--- config.mk ---
export PLATFORM = sky130hd
export DESIGN_NAME = alu_flat
export DESIGN_NICKNAME = d
export VERILOG_FILES = /design/src/rtl/alu_pkg.sv /design/src/rtl/alu_if.sv /design/src/rtl/alu_registers.sv /design/src/rtl/alu.sv /design/src/flat_wrapper.sv
export SDC_FILE = /design/constraint.sdc
export NUM_CORES = 1
export LEC_CHECK = 0
export ABC_AREA = 0
export CAP_MARGIN = 20
export CORE_MARGIN = 2
export CORE_UTILIZATION = 45
export DETAILED_ROUTE_END_ITERATION = 6
export GPL_ROUTABILITY_DRIVEN = 0
export GPL_TIMING_DRIVEN = 0
export PLACE_DENSITY = 0.67
export SLEW_MARGIN = 0
export SYNTH_ARGS = -nofsm -noshare
export SYNTH_HDL_FRONTEND = slang
export SYNTH_HIERARCHICAL = 1
export SYNTH_SLANG_ARGS = --single-unit
--- constraint.sdc ---
create_clock -name clk -period 4.7 [get_ports clk]
set_input_delay 0.47 -clock clk [delete_from_list [all_inputs] [get_ports clk]]
set_output_delay 0.47 -clock clk [all_outputs]
set_load 0.005 [all_outputs]
--- src/rtl/alu_pkg.sv ---
// Shared definitions for the alu datapath core: widths, ALU mode encodings,
// sequencer opcodes and the combinational ALU evaluation helper.
package alu_pkg;

  localparam int DATA_W   = 8;
  localparam int NUM_REGS = 4;
  localparam int SEL_W    = $clog2(NUM_REGS);

  typedef enum logic [2:0] {
    MODE_ADD    = 3'b000,
    MODE_SUB    = 3'b001,
    MODE_PASS_A = 3'b010,
    MODE_PASS_B = 3'b011,
    MODE_AND    = 3'b100,
    MODE_OR     = 3'b101,
    MODE_XOR    = 3'b110,
    MODE_CMP    = 3'b111
  } alu_mode_e;

  // Opcodes issued by the instruction sequencer that drives this core.
  localparam logic [3:0] OP_NOP   = 4'h0;
  localparam logic [3:0] OP_LOAD  = 4'h1;
  localparam logic [3:0] OP_STORE = 4'h2;
  localparam logic [3:0] OP_ADDI  = 4'h3;
  localparam logic [3:0] OP_SUBI  = 4'h4;
  localparam logic [3:0] OP_ANDI  = 4'h5;
  localparam logic [3:0] OP_ORI   = 4'h6;
  localparam logic [3:0] OP_XORI  = 4'h7;
  localparam logic [3:0] OP_CMPI  = 4'h8;
  localparam logic [3:0] OP_MOVI  = 4'h9;
  localparam logic [3:0] OP_MOV   = 4'hA;

  typedef struct packed {
    logic [DATA_W-1:0] sum;
    logic              zero;
    logic              carry;
    logic              hold_sum;   // compare leaves the result register untouched
  } alu_res_t;

  // a = immediate operand, b = register read-bus operand.
  function automatic alu_res_t alu_eval(alu_mode_e mode,
                                        logic [DATA_W-1:0] a,
                                        logic [DATA_W-1:0] b);
    alu_res_t      res;
    logic [DATA_W:0] add_w;
    logic [DATA_W:0] sub_w;
    add_w = {1'b0, b} + {1'b0, a};
    sub_w = {1'b0, b} - {1'b0, a};
    res = '0;
    case (mode)
      MODE_ADD:    begin res.sum = add_w[DATA_W-1:0]; res.carry = add_w[DATA_W]; end
      MODE_SUB:    begin res.sum = sub_w[DATA_W-1:0]; res.carry = sub_w[DATA_W]; end
      MODE_PASS_A: res.sum = a;
      MODE_PASS_B: res.sum = b;
      MODE_AND:    res.sum = b & a;
      MODE_OR:     res.sum = b | a;
      MODE_XOR:    res.sum = b ^ a;
      MODE_CMP:    begin
        res.sum      = sub_w[DATA_W-1:0];
        res.carry    = sub_w[DATA_W];
        res.hold_sum = 1'b1;
      end
      default:     res.sum = '0;
    endcase
    // Compare reports equality directly; every other mode flags a zero result.
    res.zero = res.hold_sum ? (b == a) : (res.sum == '0);
    return res;
  endfunction

endpackage

--- src/rtl/alu_if.sv ---
// Sequencer-facing bus of the alu core: register file access plus ALU controls
// and results. Optional macro ALU_OVERFLOW_EN adds overflow_flag.
interface alu_if;
  import alu_pkg::*;

  logic [SEL_W-1:0]  register_select;
  logic              mem_enable;
  logic              read_write;
  logic [DATA_W-1:0] data_bus_in;
  logic [DATA_W-1:0] data_bus_out;
  logic              alu_enable;
  logic [2:0]        mode;
  logic [DATA_W-1:0] immediate_input;
  logic [DATA_W-1:0] sum;
  logic              zero_flag;
  logic              carry_flag;
`ifdef ALU_OVERFLOW_EN
  logic              overflow_flag;
`endif

  modport master (
    output register_select, mem_enable, read_write, data_bus_in,
    output alu_enable, mode, immediate_input,
`ifdef ALU_OVERFLOW_EN
    input  overflow_flag,
`endif
    input  data_bus_out, sum, zero_flag, carry_flag
  );

  modport slave (
    input  register_select, mem_enable, read_write, data_bus_in,
    input  alu_enable, mode, immediate_input,
`ifdef ALU_OVERFLOW_EN
    output overflow_flag,
`endif
    output data_bus_out, sum, zero_flag, carry_flag
  );

endinterface

--- src/rtl/alu_registers.sv ---
// 4 x 8 register file with a registered read port; reads see the contents
// at the start of the cycle (no write-through).
module registers
  import alu_pkg::*;
(
  input  logic              clk,
  input  logic              rst,
  input  logic [SEL_W-1:0]  i_sel,
  input  logic              i_en,
  input  logic              i_rd,
  input  logic [DATA_W-1:0] i_wdata,
  output logic [DATA_W-1:0] o_rdata
);

  logic [DATA_W-1:0] r_mem [NUM_REGS];
  logic [DATA_W-1:0] r_rdata;

  // Storage write and registered read; reset wins over any access.
  always_ff @(posedge clk) begin
    if (rst) begin
      for (int i = 0; i < NUM_REGS; i++) r_mem[i] <= '0;
      r_rdata <= '0;
    end else if (i_en) begin
      if (i_rd) r_rdata       <= r_mem[i_sel];
      else      r_mem[i_sel]  <= i_wdata;
    end
  end

  assign o_rdata = r_rdata;

endmodule

--- src/rtl/alu.sv ---
// alu core: register file plus a registered ALU whose B operand is the
// registered read bus. Optional macro ALU_OVERFLOW_EN adds a signed overflow flag.
module alu
  import alu_pkg::*;
(
  input  logic clk,
  input  logic rst,
  alu_if.slave bus
);

  logic [DATA_W-1:0] w_rdata;
  alu_res_t          w_res;
  logic [DATA_W-1:0] r_sum;
  logic              r_zero;
  logic              r_carry;

  registers u_regs (
    .clk     (clk),
    .rst     (rst),
    .i_sel   (bus.register_select),
    .i_en    (bus.mem_enable),
    .i_rd    (bus.read_write),
    .i_wdata (bus.data_bus_in),
    .o_rdata (w_rdata)
  );

  assign w_res = alu_eval(alu_mode_e'(bus.mode), bus.immediate_input, w_rdata);

  // Result and flag registers; compare updates flags but keeps the old sum.
  always_ff @(posedge clk) begin
    if (rst) begin
      r_sum   <= '0;
      r_zero  <= 1'b0;
      r_carry <= 1'b0;
    end else if (bus.alu_enable) begin
      if (!w_res.hold_sum) r_sum <= w_res.sum;
      r_zero  <= w_res.zero;
      r_carry <= w_res.carry;
    end
  end

`ifdef ALU_OVERFLOW_EN
  logic [DATA_W-1:0] w_add;
  logic [DATA_W-1:0] w_sub;
  logic              w_ovf;
  logic              r_ovf;

  assign w_add = w_rdata + bus.immediate_input;
  assign w_sub = w_rdata - bus.immediate_input;

  // Signed overflow: add when operand signs match and result sign differs;
  // B-A when operand signs differ and result sign differs from B.
  always_comb begin
    w_ovf = 1'b0;
    case (alu_mode_e'(bus.mode))
      MODE_ADD: w_ovf = (w_rdata[DATA_W-1] == bus.immediate_input[DATA_W-1]) &&
                        (w_add[DATA_W-1]   != w_rdata[DATA_W-1]);
      MODE_SUB,
      MODE_CMP: w_ovf = (w_rdata[DATA_W-1] != bus.immediate_input[DATA_W-1]) &&
                        (w_sub[DATA_W-1]   != w_rdata[DATA_W-1]);
      default:  w_ovf = 1'b0;
    endcase
  end

  // Overflow flag updates alongside the other flags.
  always_ff @(posedge clk) begin
    if (rst)                 r_ovf <= 1'b0;
    else if (bus.alu_enable) r_ovf <= w_ovf;
  end

  assign bus.overflow_flag = r_ovf;
`endif

  assign bus.data_bus_out = w_rdata;
  assign bus.sum          = r_sum;
  assign bus.zero_flag    = r_zero;
  assign bus.carry_flag   = r_carry;

endmodule

--- src/flat_wrapper.sv ---
// flat-port wrapper written by rule: the top's interface ports become plain ports
module alu_flat import alu_pkg::*;
  (clk, rst, bus_register_select, bus_mem_enable, bus_read_write, bus_data_bus_in, bus_alu_enable, bus_mode, bus_immediate_input, bus_data_bus_out, bus_sum, bus_zero_flag, bus_carry_flag);
  alu_if bus_i ();
  input  logic clk;
  input  logic rst;
  input wire logic [$bits(bus_i.register_select)-1:0] bus_register_select;
  input wire logic [$bits(bus_i.mem_enable)-1:0] bus_mem_enable;
  input wire logic [$bits(bus_i.read_write)-1:0] bus_read_write;
  input wire logic [$bits(bus_i.data_bus_in)-1:0] bus_data_bus_in;
  input wire logic [$bits(bus_i.alu_enable)-1:0] bus_alu_enable;
  input wire logic [$bits(bus_i.mode)-1:0] bus_mode;
  input wire logic [$bits(bus_i.immediate_input)-1:0] bus_immediate_input;
  output wire logic [$bits(bus_i.data_bus_out)-1:0] bus_data_bus_out;
  output wire logic [$bits(bus_i.sum)-1:0] bus_sum;
  output wire logic [$bits(bus_i.zero_flag)-1:0] bus_zero_flag;
  output wire logic [$bits(bus_i.carry_flag)-1:0] bus_carry_flag;
  assign bus_i.register_select = bus_register_select;
  assign bus_i.mem_enable = bus_mem_enable;
  assign bus_i.read_write = bus_read_write;
  assign bus_i.data_bus_in = bus_data_bus_in;
  assign bus_i.alu_enable = bus_alu_enable;
  assign bus_i.mode = bus_mode;
  assign bus_i.immediate_input = bus_immediate_input;
  assign bus_data_bus_out = bus_i.data_bus_out;
  assign bus_sum = bus_i.sum;
  assign bus_zero_flag = bus_i.zero_flag;
  assign bus_carry_flag = bus_i.carry_flag;
  alu u_core (.clk(clk), .rst(rst), .bus(bus_i));
endmodule
==> flow_metrics.env <==
export IMPL_r2r_slack_ns=1.80
export IMPL_p_sw_mw=0.2844
export IMPL_cp_num_cells=10
export IMPL_hold_depth=2
export IMPL_yosysTopAreaCell="edfxtp_1"
export IMPL_final_util_pct=55.79
export IMPL_grt_pass1_wl_um=13420
export IMPL_cp_max_fo=5
export IMPL_cts_hold_buf=0
export IMPL_cts_buffers_inserted=5
export IMPL_worst_pin_slew_ns=0.6721
export IMPL_tns_ns=0
export IMPL_die_y_um=91.67
export IMPL_path_delay_family="compound AO/OA/AOI/OAI gates"
export IMPL_antenna_found_initial=0
export IMPL_cts_max_path_buffers=2
export IMPL_ys_warnings_count=6
export IMPL_htree_levels=2
export IMPL_final_cell_mix="clkdlybuf4s50_1, nand2_1, and2_1"
export IMPL_antenna_left=0
export IMPL_clock_latency_ns=0.30
export IMPL_post_drt_via_cell_ratio=5.554
export IMPL_place_inst=499
export IMPL_finalPower_mw=1.003
export IMPL_rsz0062_at_grt="false"
export IMPL_cts_tree="built"
export IMPL_grt_pass1_vias=2815
export IMPL_synth_area_um2=3458
export IMPL_synth_seq_area_share_pct=38.21
export IMPL_numPortBuffers=42
export IMPL_num_io_pins=44
export IMPL_synth_edf_count=32
export IMPL_start_util_pct=47.18
export IMPL_worst_ep_required_time_ns=4.92
export IMPL_drc=0
export IMPL_clkSinkCount=50
export IMPL_cts_setup_buffers=0
export IMPL_place_area_um2=4003
export IMPL_comb_power_share_pct=24.8
export IMPL_multi_input_area_um2=1921
export IMPL_synthCells=358
export IMPL_instances_no_fill=507
export IMPL_synth_distinct_cells=63
export IMPL_wl_per_cell_um=15.87
export IMPL_drt_initial_drc_count=113
export IMPL_cap_violations=0
export IMPL_r2r_cells=10
export IMPL_synth_ff_type="edfxtp_1"
export IMPL_hpwl_um=6269
export IMPL_fp_row_count=31
export IMPL_fin_area_um2=4090
export IMPL_path_cells="clkdlybuf4s50_1 > inv_1 > ha_1 > a21oi_1 > o21ai_1 > a21o_1 > a221o_1 > a21oi_1 > or4b_1 > o32ai_2"
export IMPL_cp_arrival_ns=3.39
export IMPL_finClkSkew_ns=0.01111
export IMPL_mostFrequentLayoutCell="clkdlybuf4s50_1"
export IMPL_hp_class="flop to flop"
export IMPL_synthTopCellsByArea="edfxtp_1, dfxtp_1, ha_1, and2_1, mux2_2"
export IMPL_synth_top_area_share_pct=27.79
export IMPL_clkPwrFrac_pct=24.3
export IMPL_register_area_um2=1321
export IMPL_swShare_pct=28.35
export IMPL_slowest_delay_ns=0.62
export IMPL_die_area_um2=8402
export IMPL_p_int_mw=0.7188
export IMPL_grt_max_degree=16
export IMPL_setup_violations=0
export IMPL_syn2layout_area_growth_pct=18.27
export IMPL_fillCellCount=653
export IMPL_syn_nets=410
export IMPL_track_usage_pct=19.99
export IMPL_firstDrtPassIters=4
export IMPL_slew_headroom_pct=54.63
export IMPL_synthArstFlopShare_pct=0
export IMPL_path_buf_inv=2
export IMPL_vias=2816
export IMPL_n_antenna_cell=0
export IMPL_critPathSlowestCell="clkdlybuf4s50_1"
export IMPL_crit_top_cell="a21oi_1"
export IMPL_coreArea_um2=7331
export IMPL_syn_avg_cell_area_um2=9.660
export IMPL_status="completed"
export IMPL_num_nets_final=459
export IMPL_cts_resized=0
export IMPL_p_leak_nw=1.643
export IMPL_clk_pin_slew_ns=0.09
export IMPL_slew_viol_final=0
export IMPL_timing_fmax_mhz=314.8
export IMPL_period_share_pct=67.58
export IMPL_irDropWorstVdd_uv=155.1
export IMPL_startpoint_type="input port"
export IMPL_endpoint_kind="flop"
export IMPL_drive_above_1_share_pct=13.24
export IMPL_power_density_nw_per_um2=245.3
export IMPL_synth_seq_cells=50
export IMPL_seqPwrFrac_pct=51.0
export IMPL_wirelength_um=8046
export IMPL_cts_root_buf="clkbuf_8"
export IMPL_critPathKind="input port to flop"
export IMPL_grt_overflow=0
export IMPL_hold_violations=0
export IMPL_die_x_um=91.67
export IMPL_fin_crit_ns=3.176
-- kinds of logic (layout without fill, tap and decap cells) --
logic type               after synthesis  in the layout  synth area share (%)
XOR/XNOR                               4              4                 1.013
buffers and inverters                 46             96                 6.259
flip-flops                            50             50                 38.21
adder cells (fa/ha/maj)               26             26                 9.841
AND/OR/NAND/NOR                      121            121                 19.32
AO/OA/AOI/OAI                         90             90                 18.71
multiplexers                          21             21                 6.657
-- cells in the mapped netlist, types with 5 or more instances --
master	number
dfxtp_1	18
a221oi_1	5
a21oi_1	18
mux2_2	16
nand2_1	34
and2_1	34
ha_1	24
mux2i_1	5
o21ai_0	12
edfxtp_1	32
nor2_1	20
buf_2	11
inv_1	24
clkbuf_1	6
a22oi_1	10
-- stage by stage --
step                setup slack [ns]  hold WS (ns)
floorplan                      2.160        0.4527
global placement               1.291        0.4505
detailed placement             1.278        0.4544
CTS                            1.588        0.4685
global route                   1.414        0.5010
finish                         1.524        0.4650
-- per-layer routing --
metal / part of all wire [%] / up-vias / wire (um) / track usage [%]
met2: 52 / 83 / 4216 / 37.07
li1: - / 1391 / - / -
met5: 0 / - / 0 / 0
met4: 1.8 / 0 / 142 / 6.566
met1: 41 / 1334 / 3306 / 24.09
met3: 4.7 / 8 / 380 / 1.972
-- power by group through the flow --
stage / clock network [mW] / logic [mW] / registers (mW)
2_1_floorplan: 0 / 0.154 / 0.518
3_5_place_dp: 0 / 0.246 / 0.522
4_1_cts: 0.253 / 0.247 / 0.512
5_1_grt: 0.269 / 0.273 / 0.516
6_report: 0.244 / 0.248 / 0.511
3_3_place_gp: 0 / 0.241 / 0.521
-- area by class of cell --
type                       instances  share of cell area (%)
clock inverter                     2                  0.3365
buffer                            22                   3.090
timing repair buffer              42                   10.28
sequential                        50                   32.30
tap                               99                   3.028
multi-input combinational        262                   46.96
inverter                          24                   2.203
clock buffer                       6                   1.805
-- tightest hold or removal path, cell delays in order, from the launching register on --
cell,delay [ns]
dfxtp_1,0.32
nand2_1,0.05
a21oi_1,0.05
-- sequential cells by signal, summed over array words and instances (netlist names) --
signal	count
u_core/u_regs/r_mem	32
u_core/u_regs/o_rdata	8
u_core/bus.carry_flag	1
u_core/bus.sum	8
u_core/bus.zero_flag	1
-- final timing paths --
path | from | end
max | bus_immediate_input[1] | u_core/bus.zero_flag$_SDFFE_PP0P_
min | u_core/bus.sum[3]$_SDFFE_PP0P_ | u_core/bus.sum[3]$_SDFFE_PP0P_
max reg2reg | u_core/u_regs/o_rdata[4]$_SDFFE_PP0P_ | u_core/bus.zero_flag$_SDFFE_PP0P_
min reg2reg | u_core/bus.sum[3]$_SDFFE_PP0P_ | u_core/bus.sum[3]$_SDFFE_PP0P_
Power figures use the tool's default switching activity.
